[src/rtl/sopc_run_ctrl.sv]
// Run controller for the minimal SOPC: sequences per-core reset release after a start
// request, bounds the run by a cycle budget and detects program halt from stalled PCs.
module sopc_run_ctrl #(
    parameter int NUM_CORES       = 2,
    parameter int PC_W            = 32,
    parameter int RST_HOLD_CYCLES = 10,
    parameter int STAGGER         = 2,
    parameter int RUN_CYCLES      = 50,
    parameter int STALL_LIMIT     = 4
) (
    input  logic                      clk,
    input  logic                      rst,
    input  logic                      start,
    input  logic [NUM_CORES*PC_W-1:0] pc_i,
    output logic [NUM_CORES-1:0]      core_rst_o,
    output logic                      run_o,
    output logic                      done_o,
    output logic                      timeout_o,
    output logic [31:0]               cycle_cnt_o,
    output logic [2:0]                state_o
);

    localparam logic [2:0] S_IDLE    = 3'd0;
    localparam logic [2:0] S_HOLD    = 3'd1;
    localparam logic [2:0] S_RUN     = 3'd2;
    localparam logic [2:0] S_HALTED  = 3'd3;
    localparam logic [2:0] S_TIMEOUT = 3'd4;

    localparam int              SW        = $clog2(STALL_LIMIT + 1);
    localparam logic [SW-1:0]   STALL_MAX = SW'(STALL_LIMIT);
    localparam logic [31:0]     HOLD_LAST = 32'(RST_HOLD_CYCLES - 1);
    localparam logic [31:0]     RUN_LAST  = (RUN_CYCLES == 0) ? 32'd0 : 32'(RUN_CYCLES - 1);

    logic [2:0]           state_q, state_d;
    logic [31:0]          hold_q, hold_d;
    logic [31:0]          cnt_q, cnt_d;
    logic                 done_q, done_d;
    logic                 tmo_q, tmo_d;
    logic                 run_q, run_d;
    logic [NUM_CORES-1:0] core_rst_q, core_rst_d;
    logic [NUM_CORES-1:0] seen_q, seen_d;
    logic [SW-1:0]        stall_q [NUM_CORES];
    logic [SW-1:0]        stall_d [NUM_CORES];
    logic [PC_W-1:0]      prev_q  [NUM_CORES];
    logic [PC_W-1:0]      prev_d  [NUM_CORES];

    logic all_stalled;
    logic halt_now;
    logic budget_hit;

    // Halt needs every core released and every stall counter pinned at the limit.
    always_comb begin
        all_stalled = 1'b1;
        for (int k = 0; k < NUM_CORES; k++) begin
            if (stall_q[k] != STALL_MAX) all_stalled = 1'b0;
        end
        halt_now   = (state_q == S_RUN) && (core_rst_q == '0) && all_stalled;
        budget_hit = (RUN_CYCLES != 0) && (cnt_q == RUN_LAST);
    end

    always_comb begin
        state_d = state_q;
        hold_d  = hold_q;
        cnt_d   = cnt_q;
        done_d  = done_q;
        tmo_d   = tmo_q;
        case (state_q)
            S_IDLE: begin
                if (start) begin
                    state_d = S_HOLD;
                    hold_d  = 32'd0;
                end
            end
            S_HOLD: begin
                if (hold_q == HOLD_LAST) begin
                    state_d = S_RUN;
                    cnt_d   = 32'd0;
                end else begin
                    hold_d = hold_q + 32'd1;
                end
            end
            S_RUN: begin
                if (halt_now) begin
                    state_d = S_HALTED;
                    done_d  = 1'b1;
                end else if (budget_hit) begin
                    state_d = S_TIMEOUT;
                    tmo_d   = 1'b1;
                end else if (cnt_q != 32'hFFFF_FFFF) begin
                    cnt_d = cnt_q + 32'd1;
                end
            end
            S_HALTED, S_TIMEOUT: begin
                if (start) begin
                    state_d = S_HOLD;
                    hold_d  = 32'd0;
                    cnt_d   = 32'd0;
                    done_d  = 1'b0;
                    tmo_d   = 1'b0;
                end
            end
            default: state_d = S_IDLE;
        endcase

        // Release schedule is a pure function of the next cycle count.
        run_d = (state_d == S_RUN);
        for (int k = 0; k < NUM_CORES; k++) begin
            core_rst_d[k] = !(run_d && (cnt_d >= 32'(k * STAGGER)));
        end
    end

    // A core's first released cycle only captures its PC; comparisons start one cycle later.
    always_comb begin
        for (int k = 0; k < NUM_CORES; k++) begin
            stall_d[k] = stall_q[k];
            prev_d[k]  = prev_q[k];
            seen_d[k]  = seen_q[k];
            if (state_q != S_RUN) begin
                stall_d[k] = '0;
                seen_d[k]  = 1'b0;
            end else if (!core_rst_q[k]) begin
                prev_d[k] = pc_i[k*PC_W +: PC_W];
                seen_d[k] = 1'b1;
                if (seen_q[k]) begin
                    if (pc_i[k*PC_W +: PC_W] == prev_q[k]) begin
                        if (stall_q[k] != STALL_MAX) stall_d[k] = stall_q[k] + SW'(1);
                    end else begin
                        stall_d[k] = '0;
                    end
                end
            end
        end
    end

    always_ff @(posedge clk or negedge rst) begin
        if (!rst) begin
            state_q    <= S_IDLE;
            hold_q     <= 32'd0;
            cnt_q      <= 32'd0;
            done_q     <= 1'b0;
            tmo_q      <= 1'b0;
            run_q      <= 1'b0;
            core_rst_q <= '1;
            seen_q     <= '0;
            for (int k = 0; k < NUM_CORES; k++) begin
                stall_q[k] <= '0;
                prev_q[k]  <= '0;
            end
        end else begin
            state_q    <= state_d;
            hold_q     <= hold_d;
            cnt_q      <= cnt_d;
            done_q     <= done_d;
            tmo_q      <= tmo_d;
            run_q      <= run_d;
            core_rst_q <= core_rst_d;
            seen_q     <= seen_d;
            for (int k = 0; k < NUM_CORES; k++) begin
                stall_q[k] <= stall_d[k];
                prev_q[k]  <= prev_d[k];
            end
        end
    end

    assign core_rst_o  = core_rst_q;
    assign run_o       = run_q;
    assign done_o      = done_q;
    assign timeout_o   = tmo_q;
    assign cycle_cnt_o = cnt_q;
    assign state_o     = state_q;

endmodule
[config.mk]
export PLATFORM = sky130hd
export DESIGN_NAME = sopc_run_ctrl
export DESIGN_NICKNAME = d
export VERILOG_FILES = /design/src/rtl/sopc_run_ctrl.sv
export SDC_FILE = /design/constraint.sdc
export NUM_CORES = 1
export LEC_CHECK = 0
export BUFFER_PORTS_ARGS = -buffer_cell sky130_fd_sc_hd__buf_2
export CORE_MARGIN = 3
export CORE_UTILIZATION = 42
export CTS_BUF_LIST = sky130_fd_sc_hd__clkbuf_8
export DETAILED_ROUTE_END_ITERATION = 8
export PLACE_DENSITY = 0.62
export RECOVER_POWER = 100
export SYNTH_ARGS = -nofsm -noshare
export SYNTH_HDL_FRONTEND = slang
export SYNTH_SLANG_ARGS = --single-unit
[constraint.sdc]
create_clock -name clk -period 3.2 [get_ports clk]
set_clock_uncertainty 0.05 [all_clocks]
set_input_delay 0.48 -clock clk [delete_from_list [all_inputs] [get_ports clk]]
set_output_delay 0.48 -clock clk [all_outputs]
set_load 0.01 [all_outputs]
* After elaboration in Yosys (flattened, before gate mapping)
Cells that the tools add are included.
Operators by class: add/sub/neg operators 4, order comparisons 2, equality and inequality tests 23, multiplexer cells 36, bitwise logic cells 3, reductions and logical operators 21
Operators with widths (number):
- 32-bit 2-to-1 mux | 7
- 32-bit case mux with 3 select lines | 1
- 32-bit by 1-bit adder with 32-bit output, second input constant | 2
- 32-bit equality test | 2
- 32-bit case mux with 2 select lines | 1
- 3-bit 2-to-1 mux | 14
- 32-bit by 4-bit equality test with 1-bit output, second input constant | 1
- 32-bit by 6-bit equality test with 1-bit output, second input constant | 1
- 32-bit by 1-bit greater-or-equal comparator with 1-bit output, second input constant | 1
- 32-bit by 2-bit greater-or-equal comparator with 1-bit output, second input constant | 1
- 32-bit inequality test, second input constant | 1
- 3-bit inequality test, second input constant | 4
- 3-bit AND reduction | 4
- 1-bit 2-to-1 mux | 10
- 2-bit inequality test, second input constant | 5
- 3-bit by 2-bit equality test with 1-bit output, second input constant | 3
- 3-bit case mux with 3 select lines | 1
- 2-bit nonzero test | 4
- 3-bit by 1-bit adder with 3-bit output, second input constant | 2
- 2-bit by 1-bit inequality test with 1-bit output, second input constant | 3
- 1-bit logical AND | 4
- 1-bit case mux with 2 select lines | 2
- 2-bit AND reduction | 2
- 4-bit AND reduction | 1
- 9 further kinds | 12
Storage, ports and cells: bits in registers 144, input bits 67, logic and storage cells 102

* Depth between registers and ports, before layout
Gate-level depths: netlist of the first run.
word-level depth 9, gate-level depth with buffers 12, mapped depth without buffers 10

* Least setup slack after synthesis of the first run
Ideal clock, no wire load.
path type register to register, start point reg hold_q[1], end point reg core_rst_q[1], in the netlist core_rst_o[1], setup time 62 ps, arrival 2929 ps, data required time 3088 ps, setup slack 160 ps, stages on the path, launching flop included 11, clock period less this slack 3040 ps, path through dfrtp_1 -> inv_1 -> ha_1 -> nor4bb_1 -> nand4_1 -> nor4_1 -> nor2_1 -> a211o_1 -> or4_1 -> nor4_1 -> a41o_1
On the way: longest elaborated chain between the ends 6, elaborated cells between the ends (all ways) 9, those cells by class order compare: 1; eq/ne: 2; mux: 4; reduce/logical: 2
RTL lines:
- from (decl) | line 35 | logic [31:0] hold_q, hold_d;
- from (signal assigned) | line 151 | hold_q <= hold_d;
- 32-bit by 4-bit equality test with 1-bit output | line 75 | if (hold_q == HOLD_LAST) begin
- 32-bit 2-to-1 mux | line 75
- 32-bit case mux with 3 select lines | line 67 | case (state_q)
- via cnt_d[23] | line 36 | logic [31:0] cnt_q, cnt_d;
- 32-bit by 2-bit greater-or-equal comparator with 1-bit output | line 108 | core_rst_d[k] = !(run_d && (cnt_d >= 32'(k * STAGGER)));
- 1-bit logical AND | line 108
- 1-bit logical NOT | line 108
- via core_rst_d[1] | line 40 | logic [NUM_CORES-1:0] core_rst_q, core_rst_d;
- to (signal assigned) | line 156 | core_rst_q <= core_rst_d;
- to (decl) | line 40
The timed path passes the listed nets, and every way through them passes these cells. A chain may end at the register's enable or synchronous reset.

* Final worst setup path of the first run
start point reg cnt_q[14], in the netlist cycle_cnt_o[14], end point reg core_rst_q[1], in the netlist core_rst_o[1]
On the way: longest elaborated chain between the ends 8, elaborated cells between the ends (all ways) 16, those cells by class add/sub: 1; order compare: 1; eq/ne: 3; mux: 9; reduce/logical: 2
RTL lines:
- from (decl) | line 36
- from (signal assigned) | line 152 | cnt_q <= cnt_d;
- 32-bit by 1-bit adder with 32-bit output or 32-bit inequality test (tied branches) | line 90, 89
- 32-bit 2-to-1 mux | line 89 | end else if (cnt_q != 32'hFFFF_FFFF) begin
- 32-bit 2-to-1 mux | line 86 | end else if (budget_hit) begin
- 32-bit 2-to-1 mux | line 83 | if (halt_now) begin
- 32-bit case mux with 3 select lines | line 67
- 32-bit by 2-bit greater-or-equal comparator with 1-bit output | line 108
- 1-bit logical AND * | line 108
- 1-bit logical NOT * | line 108
- via core_rst_d[1] | line 40
Mark *: on every way through the listed nets, which the timed path passes. The rest lies on a longest branch.

==> results of run 1 <==
Yosys cell counts (all sizes together), types with 5 or more instances:
| cell type | count | area [sq um] |
|---|---|---|
| a21oi | 16 | 80.1 |
| a31oi | 16 | 100 |
| and2 | 8 | 50.1 |
| and3 | 15 | 93.8 |
| and4 | 12 | 106 |
| buf | 10 | 56.3 |
| clkbuf | 25 | 95.1 |
| dfrtp | 142 | 3550 |
| ha | 8 | 100 |
| inv | 27 | 101 |
| mux2 | 35 | 394 |
| nand2 | 130 | 488 |
| nand3 | 25 | 125 |
| nand4 | 26 | 178 |
| nor2 | 48 | 180 |
| nor3 | 20 | 105 |
| nor4 | 41 | 287 |
| o211ai | 5 | 37.5 |
| o21a | 6 | 45.0 |
| o21ai | 35 | 175 |
| or3 | 8 | 51.3 |
| or4 | 8 | 66.3 |
| xnor2 | 20 | 175 |
| xor2 | 71 | 622 |
timing repair:
item,in CTS,in global routing
endpoints found under the setup margin,0,1
buffers inserted,0,6
hold buffers,1,0
endpoints found under the hold margin,46,0
resized for setup,0,20
cells by family (layout without fill, tap and decap cells):
group	Yosys count	count (layout)	synth area share
xor gates and xnor gates	91	91	0.101
and+or+nand+nor	363	363	0.242
other	0	1	0
muxes	38	38	0.0537
DFF	144	144	0.456
adders and majority gates	8	8	0.0127
AOI/OAI and AO/OA	119	119	0.103
buffers and inverters	62	236	0.0320
final timing paths:
kind                            endpoint  slack, ns  depth (start not counted)
max                        core_rst_o[1]       0.07                         10
min                           prev_q[53]       0.19                          3
max reg2reg                core_rst_o[1]       0.07                         10
min reg2reg                   prev_q[32]       0.45                          2
max in group asynchronous      hold_q[9]       0.53                          3
min in group asynchronous      prev_q[8]       0.75                          2
sequential cells by signal (all words and copies together), names as in the netlist:
register	flops
core_rst_o	2
hold_q	32
stall_q	6
seen_q	2
run_o	1
prev_q	64
timeout_o	1
cycle_cnt_o	32
state_o	3
done_o	1
power breakdown:
part / total, W / switching (W) / internal, W
sequential: 0.00222 / 0.000169 / 0.00205
clock: 0.00141 / 0.000726 / 0.000687
combinational: 0.00175 / 0.00105 / 0.000700
layout make-up:
| cell class | count | area (sq um) |
|---|---|---|
| antenna | 1 | 2.50 |
| clock buffer | 17 | 234 |
| clock inverter | 14 | 143 |
| fill | 1704 | 8760 |
| inverter | 27 | 101 |
| multi-input combinational | 619 | 4120 |
| sequential | 144 | 3610 |
| tap | 229 | 287 |
| timing repair buffer | 178 | 956 |
metrics by stage:
stage / total power, W / TNS, ns / utilization / hold WS, ns
after floorplan: 0.00321 / 0 / - / 0.134
after global placement: 0.00399 / 0 / 0.500 / 0.404
after detailed placement: 0.00400 / 0 / 0.500 / 0.405
after CTS: 0.00543 / 0 / 0.521 / 0.160
after global routing: 0.00573 / -0.0957 / 0.519 / 0.160
final: 0.00539 / 0 / 0.519 / 0.189
worst reg2reg max path, stage by stage, from the launching register on:
cell	delay, ns
dfrtp_1	0.35
clkbuf_1	0.33
nand2_1	0.17
nor4_1	0.51
and2_1	0.23
or4_2	0.12
a21oi_1	0.09
or4_1	0.55
nor4_2	0.32
buf_4	0.17
a41o_1	0.17
layer usage:
metal | GRT usage | vias to the layer above | wire length (um)
met5 | 0 | - | 0
met4 | 0.0655 | 0 | 275
met3 | 0.0516 | 21 | 1270
met2 | 0.315 | 197 | 9360
met1 | 0.276 | 3236 | 9300
li1 | - | 3287 | -
==> impl_metrics.ini, run 1 <==
[global_route]
grt_max_degree = 50
first_global_vias = 6549
grt_pass1_wl_um = 33100
overflow = 0
track_usage = 0.202
antenna_found_initial = 0

[sta]
hold_viol = 0
max_slew_margin = 0.0437
layout_setup_ws_ns = 0.0693
fin_crit_ns = 3.13
timing.final.max_slew_violations = 0
timing.final.crit_share = 0.978
fmax_ghz = 0.319
setup_viol = 0
worst_pin_slew_ns = 1.43

[floorplan]
dieHeight_um = 143
core_area_sq_um = 18200
ios = 107
rows = 49
die_w_um = 143
initial_core_util = 0.434
dieArea_sq_um = 20500

[worst_setup_path]
required_ns = 3.53
crit_path_top_delay_cell = or4_1
cp-end-kind = register
path_max_fanout = 8
worst-setup-path-type = register to register
cp_cell_sequence = clkbuf_1, nand2_1, nor4_1, and2_1, or4_2, a21oi_1, or4_1, nor4_2, buf_4, a41o_1
critical_path_buf_inv_count = 2
critical_path.top_delay_family = simple AND/OR/NAND/NOR gates
startpoint = cycle_cnt_o[14]
r2r_start = cycle_cnt_o[14]
arrival_ns = 3.46
crit_path_start_kind = register
slowest_delay_ns = 0.55

[clocking]
cts_buffer_depth = 2
insertion_delay_ns = 0.45
htreeDepth = 4
cts_num_sinks = 144
clkTransAtPathRegs_ns = 0.09
cts_tree = built
cts-root-buf = clkbuf_8
cts_buffers = 17

[run]
maxCapViolations = 0

[power_and_ir_drop]
ir_drop_v = 0.000295
leakage_nw = 4.39
powerDensity_nw_per_um2 = 570

[worst_hold_path]
hp-class = primary input to register
hp-start = pc_i[21]

[synthesis]
syn-cell-area_sq_um = 7900
async_reset_ff_frac = 1.00
avgSynthCellArea_sq_um = 9.58
ys_ff_latch = 144
synth.distinct_cells = 75
yosys_warnings = 0
synth_edf_count = 0
syn-num-nets = 900
synth_ff_type = dfrtp_1
ys_seq_area_frac = 0.456
syn_inst = 825

[routing]
drtAntennaViolNets = 0
routed_via_density = 5.48
wl_per_cell_um = 16.4
via_count = 6741
drt_wl_total_um = 20200
first_iter_violations = 484
drc = 0
dr.pass1.iters = 5

[layout]
layout_commonest_cell = dfrtp_1
fin_nets = 1062
drive_gt1_frac = 0.235
layout.cells.non_filler = 1229
final_area_sq_um = 9450
final_cell_mix = dfrtp_1 (142), nand2_1 (130), buf_2 (95)
syn_to_final_growth_pct = 19.6

[outcome]
outcome = completed

[placed_design]
place_area_sq_um = 9100
post-place-ws_ns = 0.0502
io_buffers = 106
dp_hpwl_um = 14600
routabilityCongestion = 0.890
dp_cells = 1190
(Power assumes the default switching activity.)
==> inputs of run 2 (changes only) <==
--- a/config.mk
+++ b/config.mk
@@ -5,12 +5,13 @@
 export SDC_FILE = /design/constraint.sdc
 export NUM_CORES = 1
 export LEC_CHECK = 0
+export ABC_AREA = 1
 export BUFFER_PORTS_ARGS = -buffer_cell sky130_fd_sc_hd__buf_2
 export CORE_MARGIN = 3
 export CORE_UTILIZATION = 42
 export CTS_BUF_LIST = sky130_fd_sc_hd__clkbuf_8
 export DETAILED_ROUTE_END_ITERATION = 8
-export PLACE_DENSITY = 0.62
+export PLACE_DENSITY = 0.61
 export RECOVER_POWER = 100
 export SYNTH_ARGS = -nofsm -noshare
 export SYNTH_HDL_FRONTEND = slang
==> impl_metrics.ini, run 2 <==
[clocking]
cts-root-buf = clkbuf_8
post-cts-setup-buffers = 0
cts.hold.buffers_added = 1
cts-resized-gates = 0
clkTransAtPathRegs_ns = 0.10
cts_buffer_depth = 2
cts_num_sinks = 144
cts_tree = built
insertion_delay_ns = 0.45
htreeDepth = 4
cts_buffers = 17

[sta]
worst_pin_slew_ns = 1.85
max_slew_margin = -0.236
setup_tns_ns = 0
fmax_ghz = 0.335
grt_setup_unrepaired = no
hold_viol = 0
timing.final.max_slew_violations = 75
setup_viol = 0
fin_crit_ns = 2.98
timing.final.crit_share = 0.932

[synthesis]
synth_ff_type = dfrtp_1
post-synth-top-area-fraction = 0.384
syn-cell-area_sq_um = 9250
syn_inst = 1270
synth.distinct_cells = 42
synth_top_area_cell = dfrtp_1
avgSynthCellArea_sq_um = 7.29
ys_ff_latch = 144
syn-num-nets = 1345
ys_seq_area_frac = 0.390
yosys_warnings = 0
async_reset_ff_frac = 1.00
post-synth-top-count-cell = nand2_1
synthTopCellsByCount = nand2_1 (355), nor2_1 (169), dfrtp_1 (142), inv_1 (122), nand3_1 (96)
synth_edf_count = 0
synth_area_leaders = dfrtp_1 (38%), nand2_1 (14%), nor2_1 (6.9%)

[layout]
top_register = prev_q
nFillCells = 2189
post-route-util = 0.484
layout_commonest_cell = nand2_1
final_area_sq_um = 10300
final_cell_mix = nand2_1 (356), nor2_1 (174), dfrtp_1 (142)
diodes = 0
fin_nets = 1451
largest_register_ffs = 64
drive_gt1_frac = 0.140
syn_to_final_growth_pct = 11.7

[worst_setup_path]
r2r_start = cycle_cnt_o[0]
slowest_delay_ns = 0.51
rr_endpoint = core_rst_o[1]
required_ns = 3.54
cp_cell_sequence = ha_1, inv_1, nor2_1, nand2_1, nor2_1, nand2_2, nand3_1, o211ai_1, nand2_1, nor2_1, and2_1, nand2_1, nor2_1, nand3_1, nand2_1
critical_path_buf_inv_count = 1
crit_path_top_delay_cell = dfrtp_1
worst-setup-path-type = register to register
arrival_ns = 3.32
cp-end-kind = register
path_max_fanout = 23
crit_path_start_kind = register
r2r_cells = 15
critical_path.top_delay_family = simple AND/OR/NAND/NOR gates
ff2ff_setup_slack_ns = 0.22

[floorplan]
core_area_sq_um = 21400
ios = 107
rows = 53
die_w_um = 154
initial_core_util = 0.433
dieArea_sq_um = 23900
dieHeight_um = 154

[global_route]
use_met1 = 0.299
track_usage = 0.208
grt_use_met2 = 0.319
first_global_vias = 8096
busiest_layer = met2
grt_max_degree = 75
grt_pass1_wl_um = 40600
grtUsageMet3 = 0.0378
antenna_found_initial = 0
overflow = 0

[routing]
wl_per_cell_um = 14.9
first_iter_violations = 660
drt_wl_total_um = 24800
routed_via_density = 5.18
dr.pass1.iters = 6
via_count = 8621
drc = 0
drtAntennaViolNets = 0

[placed_design]
dp_hpwl_um = 18600
place_area_sq_um = 10100
io_buffers = 106
routabilityCongestion = 0.950

[power_and_ir_drop]
power_switching_w = 0.00175
swShare = 0.372
p_seq_frac = 0.433
clkPwrFrac = 0.319
power_frac_comb = 0.248
internal-power_w = 0.00295
leakage_nw = 4.80
ir_drop_v = 0.000241
powerDensity_nw_per_um2 = 455

[worst_hold_path]
hold-path-cell-count = 2
hp-start = pc_i[63]
hp-class = primary input to register
holdPathEnd = prev_q[31]

[outcome]
violations = capacitance limit, slew limit
outcome = finished with violations

[run]
maxCapViolations = 1
## run 2: cell families after synthesis
| kind of cell | synth area share |
|---|---|
| adders and majority gates | 0.0108 |
| muxes | 0.0487 |
| xor gates and xnor gates | 0.0644 |
| AOI/OAI and AO/OA | 0.0633 |
| DFF | 0.390 |
| and+or+nand+nor | 0.348 |
| buffers and inverters | 0.0749 |
## run 2: layout make-up
cell class              instances  area, sq um  share of cell area
inverters                     130          488              0.0472
well taps                     275          344              0.0333
flip-flops and latches        144         3610               0.349
repair buffers                124          591              0.0571
multi-input cells             959         4910               0.475
clock buffers                  19          262              0.0253
clock inverters                13          141              0.0137
## run 2: worst max path at each step
stage,cells past startpoint,from,slack (ns),end
2_1_floorplan,16,cycle_cnt_o[0],1.08,core_rst_o[1]
3_3_place_gp,17,hold_q[1],0.43,core_rst_o[1]
3_5_place_dp,17,hold_q[1],0.39,core_rst_o[1]
4_1_cts,17,hold_q[1],0.36,core_rst_o[1]
5_1_grt,16,hold_q[0],0.04,hold_q[13]
6_report,15,cycle_cnt_o[0],0.22,core_rst_o[1]
## run 2: metal layers
layer,vias to the layer above,routed length [um],share of wire
met3,29,1520,0.061
met1,4015,11900,0.48
met4,0,462,0.019
met5,-,0,0
met2,262,10900,0.44
li1,4315,-,-
## run 2: power groups by stage
stage	logic (W)	registers, W	clock network [W]
global route	0.00131	0.00205	0.00163
finish	0.00117	0.00203	0.00150
detailed placement	0.00120	0.00207	0
global placement	0.00120	0.00206	0
floorplan	0.000805	0.00206	0
CTS	0.00121	0.00203	0.00154
## run 2: metrics by stage
step	power (W)	worst slack (ns)	std cells	hold slack [ns]
floorplan	0.00287	1.08	1270	0.134
global placement	0.00326	0.426	1631	0.420
detailed placement	0.00327	0.394	1631	0.437
CTS	0.00479	0.355	1664	0.201
global route	0.00499	0.0350	1664	0.200
finish	0.00470	0.219	1664	0.223
